File: config.mk
export PLATFORM = sky130hd
export DESIGN_NAME = vga_pattern_sequencer
export DESIGN_NICKNAME = d
export VERILOG_FILES = /design/src/rtl/vga_pattern_sequencer_pkg.sv /design/src/rtl/button_debounce.sv /design/src/rtl/vga_pattern_sequencer.sv
export SDC_FILE = /design/constraint.sdc
export NUM_CORES = 1
export LEC_CHECK = 0
export ABC_CLOCK_PERIOD_IN_PS = 2600
export CAP_MARGIN = 0
export CORE_UTILIZATION = 45
export CTS_CLUSTER_SIZE = 30
export DETAILED_ROUTE_END_ITERATION = 8
export GPL_ROUTABILITY_DRIVEN = 0
export HOLD_SLACK_MARGIN = 0.05
export PLACE_DENSITY = 0.72
export SYNTH_ARGS = -nofsm -noshare
export SYNTH_HDL_FRONTEND = slang
export SYNTH_SLANG_ARGS = --single-unit
File: constraint.sdc
create_clock -name clk_d -period 2.6 [get_ports clk_d]
set_input_delay 0.39 -clock clk_d [delete_from_list [all_inputs] [get_ports clk_d]]
set_output_delay 0.39 -clock clk_d [all_outputs]
set_load 0.03 [all_outputs]
File: src/rtl/vga_pattern_sequencer_pkg.sv
// Shared scan-geometry constants, state encoding and sizing helper for the
// VGA pattern sequencer and its button front end.
package vga_pattern_sequencer_pkg;

    // Scan position width and the row on which vertical blanking starts.
    localparam int PIXEL_W       = 10;
    localparam int BLANK_START_X = 0;
    localparam int BLANK_START_Y = 480;

    // Run/pause controller state.
    typedef enum logic {
        ST_RUN   = 1'b0,
        ST_PAUSE = 1'b1
    } seq_state_t;

    // Width needed to hold 0..n-1, never less than one bit.
    function automatic int safe_clog2(input int n);
        return (n > 1) ? $clog2(n) : 1;
    endfunction

endpackage

File: src/rtl/button_debounce.sv
// Raw push-button front end: two-flop synchronizer, stability counter and a
// one-cycle pulse on each debounced press (releases produce nothing).
module button_debounce
    import vga_pattern_sequencer_pkg::*;
#(
    parameter int DEBOUNCE_CYCLES = 250000
) (
    input  logic clk_d,
    input  logic rst,
    input  logic btn_i,
    output logic press_o
);

    localparam int CNT_W = safe_clog2(DEBOUNCE_CYCLES);

    logic             sync1_q, sync2_q;
    logic             level_q, level_d;
    logic             press_q, press_d;
    logic [CNT_W-1:0] cnt_q, cnt_d;

    // Count consecutive cycles that disagree with the debounced level; any agreement restarts.
    always_comb begin
        cnt_d   = '0;
        level_d = level_q;
        press_d = 1'b0;
        if (sync2_q != level_q) begin
            if (cnt_q == CNT_W'(DEBOUNCE_CYCLES - 1)) begin
                level_d = sync2_q;
                press_d = sync2_q;
            end else begin
                cnt_d = cnt_q + 1'b1;
            end
        end
    end

    // Synchronizer, counter, debounced level and press pulse registers.
    always_ff @(posedge clk_d) begin
        if (rst) begin
            sync1_q <= 1'b0;
            sync2_q <= 1'b0;
            cnt_q   <= '0;
            level_q <= 1'b0;
            press_q <= 1'b0;
        end else begin
            sync1_q <= btn_i;
            sync2_q <= sync1_q;
            cnt_q   <= cnt_d;
            level_q <= level_d;
            press_q <= press_d;
        end
    end

    assign press_o = press_q;

endmodule

File: src/rtl/vga_pattern_sequencer.sv
// Frame-synchronous pattern/scroll controller. All visible outputs change only
// on the frame tick at the start of vertical blanking, so a frame never shows
// a mix of two patterns.
module vga_pattern_sequencer
    import vga_pattern_sequencer_pkg::*;
#(
    parameter int NUM_PATTERNS    = 4,
    parameter int FRAMES_PER_STEP = 60,
    parameter int DEBOUNCE_CYCLES = 250000,
    parameter int SCROLL_WRAP     = 480
) (
    input  logic                                clk_d,
    input  logic                                rst,
    input  logic                                video_on,
    input  logic [PIXEL_W-1:0]                  pixel_x,
    input  logic [PIXEL_W-1:0]                  pixel_y,
    input  logic                                btn_next,
    input  logic                                btn_mode,
    output logic [safe_clog2(NUM_PATTERNS)-1:0] pattern_sel,
    output logic [PIXEL_W-1:0]                  scroll_x,
    output logic                                paused,
    output logic                                frame_tick
);

    localparam int PAT_W  = safe_clog2(NUM_PATTERNS);
    localparam int STEP_W = safe_clog2(FRAMES_PER_STEP);

    logic              next_press, mode_press;
    logic              hit, hit_q, tick_q;
    logic              next_pend_q, next_pend_d;
    logic              mode_pend_q, mode_pend_d;
    logic              advance;
    seq_state_t        state_q, state_d;
    logic [PAT_W-1:0]   pat_q, pat_d;
    logic [PIXEL_W-1:0] scroll_q, scroll_d;
    logic [STEP_W-1:0]  step_q, step_d;

    // video_on is informational only; the tick is derived from the scan position.
    logic unused_video_on;
    assign unused_video_on = video_on;

    button_debounce #(.DEBOUNCE_CYCLES(DEBOUNCE_CYCLES)) u_next_db (
        .clk_d   (clk_d),
        .rst     (rst),
        .btn_i   (btn_next),
        .press_o (next_press)
    );

    button_debounce #(.DEBOUNCE_CYCLES(DEBOUNCE_CYCLES)) u_mode_db (
        .clk_d   (clk_d),
        .rst     (rst),
        .btn_i   (btn_mode),
        .press_o (mode_press)
    );

    assign hit     = (pixel_y == PIXEL_W'(BLANK_START_Y)) && (pixel_x == PIXEL_W'(BLANK_START_X));
    assign advance = next_pend_q || (state_q == ST_RUN && step_q == STEP_W'(FRAMES_PER_STEP - 1));

    // Next-state for the FSM, counters and pending flags; frame updates use pre-tick state.
    always_comb begin
        state_d     = state_q;
        pat_d       = pat_q;
        scroll_d    = scroll_q;
        step_d      = step_q;
        // A press coinciding with the tick survives the clear and waits for the next tick.
        next_pend_d = next_press | (next_pend_q & ~tick_q);
        mode_pend_d = mode_press | (mode_pend_q & ~tick_q);
        if (tick_q) begin
            if (state_q == ST_RUN) begin
                scroll_d = (scroll_q == PIXEL_W'(SCROLL_WRAP - 1)) ? '0 : scroll_q + 1'b1;
                step_d   = step_q + 1'b1;
            end
            if (advance) begin
                pat_d  = (pat_q == PAT_W'(NUM_PATTERNS - 1)) ? '0 : pat_q + 1'b1;
                step_d = '0;
            end
            if (mode_pend_q) begin
                state_d = (state_q == ST_RUN) ? ST_PAUSE : ST_RUN;
            end
        end
    end

    // State register plus tick detect, pending flags and frame counters.
    always_ff @(posedge clk_d) begin
        if (rst) begin
            state_q     <= ST_RUN;
            hit_q       <= 1'b0;
            tick_q      <= 1'b0;
            next_pend_q <= 1'b0;
            mode_pend_q <= 1'b0;
            pat_q       <= '0;
            scroll_q    <= '0;
            step_q      <= '0;
        end else begin
            state_q     <= state_d;
            hit_q       <= hit;
            tick_q      <= hit & ~hit_q;
            next_pend_q <= next_pend_d;
            mode_pend_q <= mode_pend_d;
            pat_q       <= pat_d;
            scroll_q    <= scroll_d;
            step_q      <= step_d;
        end
    end

    assign pattern_sel = pat_q;
    assign scroll_x    = scroll_q;
    assign paused      = (state_q == ST_PAUSE);
    assign frame_tick  = tick_q;

endmodule
==> impl_metrics.env <==
export IMPL_htreeDepth=3
export IMPL_core_rowCount=29
export IMPL_yosys_warnings=0
export IMPL_synth_area_leaders="dfxtp_1 46%, xnor2_1 9.5%, nor2_1 6.9%, nor4_1 3.8%, nand4_1 2.5%"
export IMPL_vdd_drop_max_uv=345
export IMPL_synthArstFlopShare=0
export IMPL_cp_start_kind="register"
export IMPL_clock_latency_ns=0.33
export IMPL_ant_nets=0
export IMPL_final_cell_mix="67 x dfxtp_1, 54 x nor2_1, 37 x clkdlybuf4s50_1"
export IMPL_grt_overflow=0
export IMPL_syn_nets=360
export IMPL_drc=0
export IMPL_fin_crit_ns=2.03
export IMPL_drt_pass1_iterations=4
export IMPL_yosysTopAreaCellShare=0.455
export IMPL_cts_buffers=9
export IMPL_synth_cells=330
export IMPL_synth_seq_area_share=0.455
export IMPL_die_w_um=82.9
export IMPL_critPathCaptureType="register"
export IMPL_ios=39
export IMPL_wire_per_inst_um=12.2
export IMPL_skew_ns=0.00745
export IMPL_worst_slew_pin_slew_ns=0.739
export IMPL_r2r_start="u_mode_db.cnt_q[0]"
export IMPL_setup_viol=0
export IMPL_powerDensity_nw_per_um2=530
export IMPL_ys_ff_latch=67
export IMPL_min_to="frame_tick"
export IMPL_numPortBuffers=37
export IMPL_viasPerCell=5.29
export IMPL_clock_path_buffers=2
export IMPL_synthToLayoutAreaGrowth_pct=21.8
export IMPL_min_from="hit_q"
export IMPL_maxCapViolCount=0
export IMPL_finalWirelength_um=5550
export IMPL_drtIter0Drc=96
export IMPL_vias=2405
export IMPL_mostFrequentLayoutCell="dfxtp_1"
export IMPL_setup_tns_ns=0
export IMPL_critPathRequiredTime_ns=2.80
export IMPL_antenna_found_initial=0
export IMPL_hpwlAfterDp_um=4070
export IMPL_r2r_end="u_mode_db.cnt_q[15]"
export IMPL_synth_edff_count=0
export IMPL_ctsResizeCount=0
export IMPL_initial_core_util=0.464
export IMPL_rsz0062_at_grt="no"
export IMPL_yosysUniqueCellTypes=45
export IMPL_synthesis_area_sq_um=2950
export IMPL_core_area_sq_um=6350
export IMPL_tritoncts="yes"
export IMPL_setup_ws_ns=0.570
export IMPL_drive_gt1_frac=0.0714
export IMPL_grt_pass1_vias=2241
export IMPL_cp_max_fo=16
export IMPL_n_antenna_cell=0
export IMPL_hold_path_class="register to register"
export IMPL_finalHoldViolations=0
export IMPL_rrSetupSlack_ns=0.57
export IMPL_hold_path_cell_count=1
export IMPL_cts_hold_buf=0
export IMPL_grt_max_degree=26
export IMPL_cts_sinks=67
export IMPL_grt_pass1_wl_um=9810
export IMPL_fin_crit_sh=0.781
export IMPL_slew_viol_final=0
export IMPL_yosys_most_used_dff="dfxtp_1"
export IMPL_crit_type="register to register"
export IMPL_die_area_sq_um=6870
export IMPL_fillerInstances=586
export IMPL_synth_avg_cell_area_sq_um=8.93
export IMPL_grt_usage=0.173
export IMPL_pre_cts_slack_ns=0.561
export IMPL_nNetsFinal=405
export IMPL_slew_headroom=0.502
export IMPL_power_leakage_nw=1.09
export IMPL_cts_root_buffer="clkbuf_8"
export IMPL_worstPathArrival_ns=2.23
export IMPL_fp_dieH_um=82.9
export IMPL_max_freq_mhz=493
export IMPL_status="finished, final reports clean"
export IMPL_yosysTopAreaCell="dfxtp_1"
export IMPL_reg2regPathDepth=5
export IMPL_path_clk_slew_ns=0.06
export IMPL_post_cts_repair_setup_buffers=0
-- report_power, final --
| group | switching [mW] | total, mW | internal, mW |
|---|---|---|---|
| sequential | 0.00215 | 1.03 | 1.03 |
| clock | 0.355 | 0.810 | 0.455 |
| combinational | 0.0209 | 0.0590 | 0.0381 |
-- cell type report --
class | count | area, sq um | area share
Multi-Input combinational cell | 245 | 1530 | 0.426
Inverter | 12 | 45.0 | 0.0126
Clock buffer | 11 | 141 | 0.0394
Clock inverter | 3 | 40.0 | 0.0112
Timing Repair Buffer | 40 | 393 | 0.110
Tap cell | 77 | 96.3 | 0.0269
Sequential cell | 67 | 1340 | 0.374
-- routing by layer --
layer,GRT usage,vias up,share of wire
met5,0,-,0
met4,0.0580,0,0.013
li1,-,1258,-
met1,0.212,1099,0.47
met2,0.283,39,0.47
met3,0.0616,9,0.041
-- synthesized netlist by cell type, drive strengths merged, types with 2 or more instances --
cell type,instances
nand4,13
nor2,54
mux2i,3
nor4,18
nand3b,2
ha,5
o21ai,12
nor4b,3
xor2,6
inv,12
or4,4
nand3,15
clkbuf,4
or2,2
a31o,2
nor3,12
nand4b,2
dfxtp,67
and3,2
xnor2,32
nand2b,3
buf,2
or3,7
a21oi,13
nand2,19
nor2b,6
-- cells by family (layout without fill, tap and decap cells) --
group	after synthesis	in the layout	share of synthesized area
compound gates	35	35	0.0803
xor+xnor	38	38	0.113
fa+ha+maj	5	5	0.0212
buf+inv	18	66	0.0255
flops	67	67	0.455
mux	3	3	0.0102
simple gates	164	164	0.294
-- worst max-delay path: stages, from the launching register on --
cell and delay (ns):
dfxtp_1 0.39, ha_1 0.22, nand3_2 0.19, or4_4 0.56, o21ai_4 0.42, nor2_1 0.10
-- state kept, by name, indices dropped and copies added, names as in the netlist, 2 cells and up --
name	flops
u_mode_db.cnt_q	18
scroll_x	10
pattern_sel	2
u_next_db.cnt_q	18
step_q	6
-- worst max-delay path by stage --
stage	from	end	slack [ns]	cells past startpoint
2_1_floorplan	u_mode_db.cnt_q[0]	u_mode_db.level_q	0.77	5
3_3_place_gp	u_mode_db.cnt_q[0]	u_mode_db.cnt_q[8]	0.61	5
3_5_place_dp	u_mode_db.cnt_q[0]	u_mode_db.cnt_q[15]	0.56	5
4_1_cts	u_mode_db.cnt_q[0]	u_mode_db.cnt_q[15]	0.55	5
5_1_grt	u_mode_db.cnt_q[0]	u_mode_db.cnt_q[12]	0.42	5
6_report	u_mode_db.cnt_q[0]	u_mode_db.cnt_q[15]	0.57	5
-- metrics by stage --
step / hold slack (ns) / instance area [sq um] / instances / total power [mW] / util
6_report: 0.386 / 3590 / 455 / 1.90 / 0.565
5_1_grt: 0.407 / 3590 / 455 / 1.98 / 0.565
4_1_cts: 0.391 / 3590 / 455 / 1.92 / 0.565
3_5_place_dp: 0.382 / 3400 / 441 / 1.11 / 0.536
3_3_place_gp: 0.373 / 3400 / 441 / 1.11 / 0.536
2_1_floorplan: 0.367 / 2950 / 330 / 1.07 / -
No activity file was read; power rests on OpenSTA's default activity.
